File: src/rtl/lc3_program_loader.sv
// Purpose : streams an LC3 program image (origin, count, data words, checksum) into LC3
//           memory while holding the core in reset, then releases the core on a good checksum.
// Latency : a data word accepted on edge E is written (memWriteEn/memAddr/memWriteData) in the
//           cycle right after E; status outputs follow the state register with no extra delay.
// Backpressure: inReady is decoded from state only; high while loading, low in RUN and ERROR.
//
// Ports:
//   clk, reset_n          single clock, asynchronous active-low reset
//   restart               synchronous abort; returns to ORIGIN, wins over word acceptance
//   inData/inValid/inReady  16-bit word stream, accepted on inValid && inReady
//   memWriteEn/memAddr/memWriteData  registered one-cycle write port into LC3 memory
//   coreReset_n           low until a load completes with a matching checksum
//   loadDone/loadError    image accepted / image rejected (mutually exclusive)
//
// ADDR_WIDTH must be at most 16: addresses are formed from the low bits of a 16-bit origin.

module lc3_program_loader #(
    parameter int MEMORY_WORDCOUNT = 256,
    parameter int ADDR_WIDTH       = 8
) (
    input  logic                  clk,
    input  logic                  reset_n,
    input  logic                  restart,
    input  logic [15:0]           inData,
    input  logic                  inValid,
    output logic                  inReady,
    output logic                  memWriteEn,
    output logic [ADDR_WIDTH-1:0] memAddr,
    output logic [15:0]           memWriteData,
    output logic                  coreReset_n,
    output logic                  loadDone,
    output logic                  loadError
);

    typedef enum logic [2:0] {
        S_ORIGIN,
        S_COUNT,
        S_DATA,
        S_CHECK,
        S_RUN,
        S_ERROR
    } state_t;

    // Range checks are done at 17 bits so origin + count cannot wrap into a legal value.
    localparam logic [16:0] WORDCOUNT17 = 17'(MEMORY_WORDCOUNT);

    state_t                  state_q, state_d;
    logic [15:0]             origin_q, origin_d;
    logic [15:0]             count_q, count_d;
    logic [15:0]             index_q, index_d;
    logic [15:0]             sum_q, sum_d;
    logic                    we_q, we_d;
    logic [ADDR_WIDTH-1:0]   addr_q, addr_d;
    logic [15:0]             wdata_q, wdata_d;

    logic                    accept;
    logic [16:0]             end_addr;
    logic                    range_bad;

    // Ready depends only on state so the source never sees a combinational loop through inValid.
    always_comb begin
        inReady = 1'b0;
        case (state_q)
            S_ORIGIN, S_COUNT, S_DATA, S_CHECK: inReady = 1'b1;
            default:                            inReady = 1'b0;
        endcase
    end

    assign accept    = inValid && inReady;
    assign end_addr  = {1'b0, origin_q} + {1'b0, inData};
    assign range_bad = (inData == 16'd0)
                    || ({1'b0, origin_q} >= WORDCOUNT17)
                    || (end_addr > WORDCOUNT17);

    always_comb begin
        state_d  = state_q;
        origin_d = origin_q;
        count_d  = count_q;
        index_d  = index_q;
        sum_d    = sum_q;
        we_d     = 1'b0;
        addr_d   = addr_q;
        wdata_d  = wdata_q;

        if (restart) begin
            // Any word presented on this edge is dropped; no strobe is issued.
            state_d = S_ORIGIN;
        end else if (accept) begin
            case (state_q)
                S_ORIGIN: begin
                    origin_d = inData;
                    state_d  = S_COUNT;
                end
                S_COUNT: begin
                    count_d = inData;
                    if (range_bad) begin
                        state_d = S_ERROR;
                    end else begin
                        index_d = 16'd0;
                        sum_d   = 16'd0;
                        state_d = S_DATA;
                    end
                end
                S_DATA: begin
                    we_d    = 1'b1;
                    addr_d  = origin_q[ADDR_WIDTH-1:0] + index_q[ADDR_WIDTH-1:0];
                    wdata_d = inData;
                    sum_d   = sum_q + inData;
                    index_d = index_q + 16'd1;
                    if (index_q == (count_q - 16'd1)) begin
                        state_d = S_CHECK;
                    end
                end
                S_CHECK: begin
                    state_d = (inData == sum_q) ? S_RUN : S_ERROR;
                end
                default: ;
            endcase
        end
    end

    always_ff @(posedge clk or negedge reset_n) begin
        if (!reset_n) begin
            state_q  <= S_ORIGIN;
            origin_q <= 16'd0;
            count_q  <= 16'd0;
            index_q  <= 16'd0;
            sum_q    <= 16'd0;
            we_q     <= 1'b0;
            addr_q   <= '0;
            wdata_q  <= 16'd0;
        end else begin
            state_q  <= state_d;
            origin_q <= origin_d;
            count_q  <= count_d;
            index_q  <= index_d;
            sum_q    <= sum_d;
            we_q     <= we_d;
            addr_q   <= addr_d;
            wdata_q  <= wdata_d;
        end
    end

    assign memWriteEn   = we_q;
    assign memAddr      = addr_q;
    assign memWriteData = wdata_q;

    // Status outputs are pure decodes of the state register, so they are glitch-free and
    // loadDone/loadError can never be high together.
    assign coreReset_n  = (state_q == S_RUN);
    assign loadDone     = (state_q == S_RUN);
    assign loadError    = (state_q == S_ERROR);

endmodule
File: config.mk
export PLATFORM = sky130hd
export DESIGN_NAME = lc3_program_loader
export DESIGN_NICKNAME = d
export VERILOG_FILES = /design/src/rtl/lc3_program_loader.sv
export SDC_FILE = /design/constraint.sdc
export NUM_CORES = 1
export LEC_CHECK = 0
export CORE_AREA = 2 2 108 110
export DETAILED_ROUTE_END_ITERATION = 16
export DIE_AREA = 0 0 110 112
export PLACE_DENSITY_LB_ADDON = 0.08
export SYNTH_ARGS = -nofsm -noshare
export SYNTH_HDL_FRONTEND = slang
export SYNTH_SLANG_ARGS = --single-unit
File: constraint.sdc
create_clock -name clk -period 4.7 [get_ports clk]
set_input_delay 0.47 -clock clk [delete_from_list [all_inputs] [get_ports clk]]
set_output_delay 0.47 -clock clk [all_outputs]
set_load 0.005 [all_outputs]
==> Word level (Yosys, flattened, before mapping) <==
Index checks and enable logic that the tools add are counted.
{ "totals": {"register_bits": 92, "out_inout_bits": 29, "input_bits": 20, "elab_cells": 52} }
{ "op_classes": {"n_mux": 13, "n_reduce_logical": 14, "add_sub_neg": 5, "eq_ne": 9, "bitwise_logic": 1, "n_lt_le_gt_ge": 2} }
{ "op_table": {"columns": ["operator", "n"], "rows": [
  ["$pmux 16 s2", 2],
  ["$eq 16x16->1", 2],
  ["$add 16x16->17", 1],
  ["$gt 17x9->1 const B", 1],
  ["$add 16x1->16 const B", 1],
  ["$add 16x16->16", 1],
  ["$ge 16x9->1 const B", 1],
  ["$logic_not 16->1", 1],
  ["$mux 16", 1],
  ["$sub 16x1->16 const B", 1],
  ["$mux 3", 4],
  ["$pmux 3 s4", 1],
  ["$reduce_and 3->1", 4],
  ["$add 8x8->8", 1],
  ["$eq 3x2->1 const B", 2],
  ["$eq 3x3->1 const B", 2],
  ["$mux 1", 5],
  ["$reduce_bool 5->1", 1],
  ["$reduce_and 4->1", 1],
  ["$reduce_bool 2->1", 2],
  ["$reduce_or 4->1", 1],
  ["$eq 3x1->1 const B", 1],
  ["$logic_not 3->1", 1],
  ["$ne 3x3->1 const B", 1],
  ["other kinds (4)", 5]
]} }

==> Longest topological paths before layout <==
{ "depth": {"word_depth": 7, "mapped_depth": 13, "depth_no_buf": 11} }

==> Worst setup path after synthesis <==
No wires, ideal clock.
{ "synth_timing": {"path_kind": "input -> register", "startpoint": "input port inData[0]", "endpoint": "register sum_q[3]", "t_required_ns": 4.578, "setup_slack_ns": 1.217, "arrival_time_ns": 3.361, "path_stages": 13, "setup_ns": 0.122, "n_path_buf": 2, "cell_sequence": "ha_1 -> fa_1 -> xor2_1 -> a2111oi_2 -> o21ai_1 -> nor4_1 -> a31oi_1 -> or4_1 -> and4bb_4 -> a21oi_2 -> buf_6 -> buf_6 -> a32o_1"} }
{ "synth_between": {"elab_chain_cells": 5, "word_cells_on_any_way": 9, "cone_classes": "add/sub (2); order compare (1); eq/ne (1); mux (1); reduce/logical (4)"} }
{ "synth_rtl": {"columns": ["element", "line_no", "rtl"], "rows": [
  ["start, declared", "24", "input logic [15:0] inData,"],
  ["$add 16x16->17 / $logic_not 16->1 (equally long branches)", "70, 71", null],
  ["$gt 17x9->1 / $logic_or 1x1->1 (equally long branches)", "73, 72", null],
  ["$logic_or 1x1->1", "73", "|| (end_addr > WORDCOUNT17);"],
  ["$ne 2x2->1 (no line)", null, null],
  ["$reduce_and 4->1 (no line)", null, null],
  ["end signal, assigned", "137", "sum_q <= sum_d;"],
  ["end, declared", "51", "logic [15:0] sum_q, sum_d;"]
]} }
Several ways; a longest one is shown, not always the timed one.
A chain may end at the register's enable or synchronous reset.

==> Worst setup path in the final report <==
{ "layout_timing": {"startpoint": "input port inData[0]", "endpoint": "register sum_q[5]"} }
Same word-level chain as after synthesis.

==> flow_metrics.tcl <==
set metrics [dict create \
    cts-resized-gates 0 \
    synth_ff_type "dfrtp_1" \
    rows 39 \
    fin_ws_ns 0.781 \
    viasPerCell 6.16 \
    p_leak_nw 3.17 \
    dpl_cell_area_sq_um 6720 \
    cp-end-kind "flop" \
    start_util 0.539 \
    hold_viol_final 0 \
    wl_per_cell_microns 18.7 \
    synthTopCellsByArea "dfrtp_1 38%, ha_1 8.3%, mux2_2 6.0%, nand2_1 5.7%, xnor2_1 4.7%" \
    slew_headroom 0.401 \
    place_congestion 0.915 \
    async_flop_share 1.00 \
    cp-startpoint "inData[0]" \
    grt_use_total 0.275 \
    io_pins 49 \
    drc 0 \
    synth_commonest_cells "92 x dfrtp_1, 92 x nand2_1, 40 x ha_1" \
    first_global_vias 5172 \
    h-tree-depth 3 \
    synth_nets 699 \
    yosysSeqAreaShare 0.383 \
    syn_inst 636 \
    min_period_over_period 0.834 \
    arrival_ns 4.15 \
    min_path_type "input pin to async pin" \
    path_class "input pin to flop" \
    wl_microns 15700 \
    dp_worst_setup_slack_ns 0.473 \
    grt-ovfl-total 0 \
    synth_top_area_cell "dfrtp_1" \
    layout-drive-gt1-share 0.116 \
    grt_setup_unrepaired "false" \
    cts-hold-fix-buffers 0 \
    timing.final.crit_period_ns 3.92 \
    io_buffers 48 \
    fmax_ghz 0.255 \
    ant_nets 0 \
    clk_pin_slew_worst_paths_ns 0.06 \
    drtPass1Iterations 5 \
    synth_area_per_cell_sq_um 9.46 \
    chipWidth_microns 110 \
    synth-edff-count 0 \
    ys_ff_latch 92 \
    tightest_slew_ns 0.898 \
    route.vias.total 5182 \
    cts_made_buffers 9 \
    cts_sinks 92 \
    cts_root_buf "clkbuf_16" \
    rr_startpoint "origin_q[0]" \
    die_h_microns 112 \
    hpwl_microns 11400 \
    finalSetupViolations 0 \
    grt_max_degree 53 \
    netlist.area_leader.share 0.383 \
    crit_required_ns 4.94 \
    postCtsSetupBuffers 0 \
    fill_cells 961 \
    nets 757 \
    fin_area_sq_um 6990 \
    yosys_warnings 0 \
    syn_area_sq_um 6020 \
    area_delta_synth_final_pct 16.2 \
    maxCapViolCount 0 \
    grt_pass1_wl_microns 25900 \
    regArea_sq_um 2300 \
    powerDensity_nw_per_um2 334 \
    worstPathMaxFanout 16 \
    status "finished clean" \
    fin_skew_ns 0.00816 \
    coreArea_sq_um 11200 \
    peakVddDrop_mv 0.188 \
    antenna_found_initial 0 \
    drt_iter0_markers 425 \
    cts_tree "built" \
    worstSetupStartpointType "input pin" \
    tns_ns 0 \
    cts_max_path_buffers 2 \
    multi_input_area_sq_um 3560 \
    clock_latency_ns 0.36 \
    n_antenna_cell 0 \
    dieArea_sq_um 12300 \
    yosysUniqueCellTypes 65 \
    maxSlewViolCount 0 \
]
==> state kept, by name (all words and copies together) (netlist names) <==
name	cells
memAddr	8
sum_q	16
origin_q	16
index_q	16
memWriteData	16
memWriteEn	1
count_q	16
state_q	3
==> cells in the final DEF (no fill, tap or decap), types with 5 or more instances in the layout <==
cell / instances
nand3_1: 13
nand2b_1: 7
nor3_1: 16
inv_1: 17
dfrtp_1: 92
buf_4: 19
nand3b_1: 5
ha_1: 40
a31oi_1: 9
a21oi_1: 31
nor3b_1: 5
a211o_1: 5
nand2_1: 92
clkdlybuf4s50_1: 47
o22a_1: 5
mux2_2: 32
nor2_1: 34
xor2_1: 16
xnor2_1: 32
a21o_1: 13
nor4_1: 19
o21ai_0: 30
and3_1: 11
clkbuf_16: 9
a22o_1: 14
o21ba_2: 7
==> final timing paths <==
check,endpoint,slack (ns),cells after the start
max,sum_q[5],0.78,13
min,memAddr[1],0.15,1
max reg2reg,sum_q[5],0.92,12
min reg2reg,memAddr[6],0.48,2
max in group asynchronous,origin_q[14],3.56,2
min in group clk,memAddr[6],0.48,2
==> routing by layer <==
metal / part of all wire / GRT usage
met4: 0.024 / 0.121
met1: 0.42 / 0.345
met5: 0 / 0
met3: 0.054 / 0.0457
met2: 0.50 / 0.459
==> report_power, final <==
| part | internal [mW] | leakage [nW] | total (mW) | switching, mW |
|---|---|---|---|---|
| clock network | 0.369 | 0.131 | 0.682 | 0.313 |
| logic | 0.316 | 1.82 | 0.685 | 0.368 |
| registers | 0.868 | 1.22 | 0.968 | 0.100 |
| total | 1.55 | 3.17 | 2.34 | 0.782 |
==> stage by stage <==
stage	hold WS, ns	std cells	utilization	total power [mW]
final	0.146	841	0.626	2.34
after floorplan	0.174	636	-	1.46
after global routing	0.211	841	0.626	2.47
after detailed placement	0.468	826	0.602	1.65
after CTS	0.179	841	0.626	2.34
after global placement	0.459	826	0.602	1.63
==> cells by family after synthesis <==
kind of cell / Yosys count / synth area share
AO/OA/AOI/OAI: 157 / 0.182
XOR/XNOR: 48 / 0.0699
adder cells (fa/ha/maj): 43 / 0.0931
buffers and inverters: 37 / 0.0264
flip-flops: 92 / 0.383
multiplexers: 35 / 0.0649
AND/OR/NAND/NOR: 224 / 0.181
==> worst max-delay path, cell delays in order <==
cell and delay, ns:
clkdlybuf4s50_1 0.43, ha_1 0.25, fa_1 0.43, xor2_1 0.20
a2111oi_2 0.34, o21ai_1 0.11, nor4_1 0.31, a31oi_1 0.15
or4_1 0.51, and4bb_4 0.36, a21oi_2 0.08, buf_4 0.25
a22o_1 0.26
==> layout make-up <==
class,instances,share of cell area
Clock buffer,11,0.0347
Clock inverter,4,0.00376
Inverter,18,0.00966
Multi-Input combinational cell,507,0.509
Sequential cell,92,0.329
Tap cell,143,0.0256
Timing Repair Buffer,66,0.0877
(Power assumes the default switching activity.)
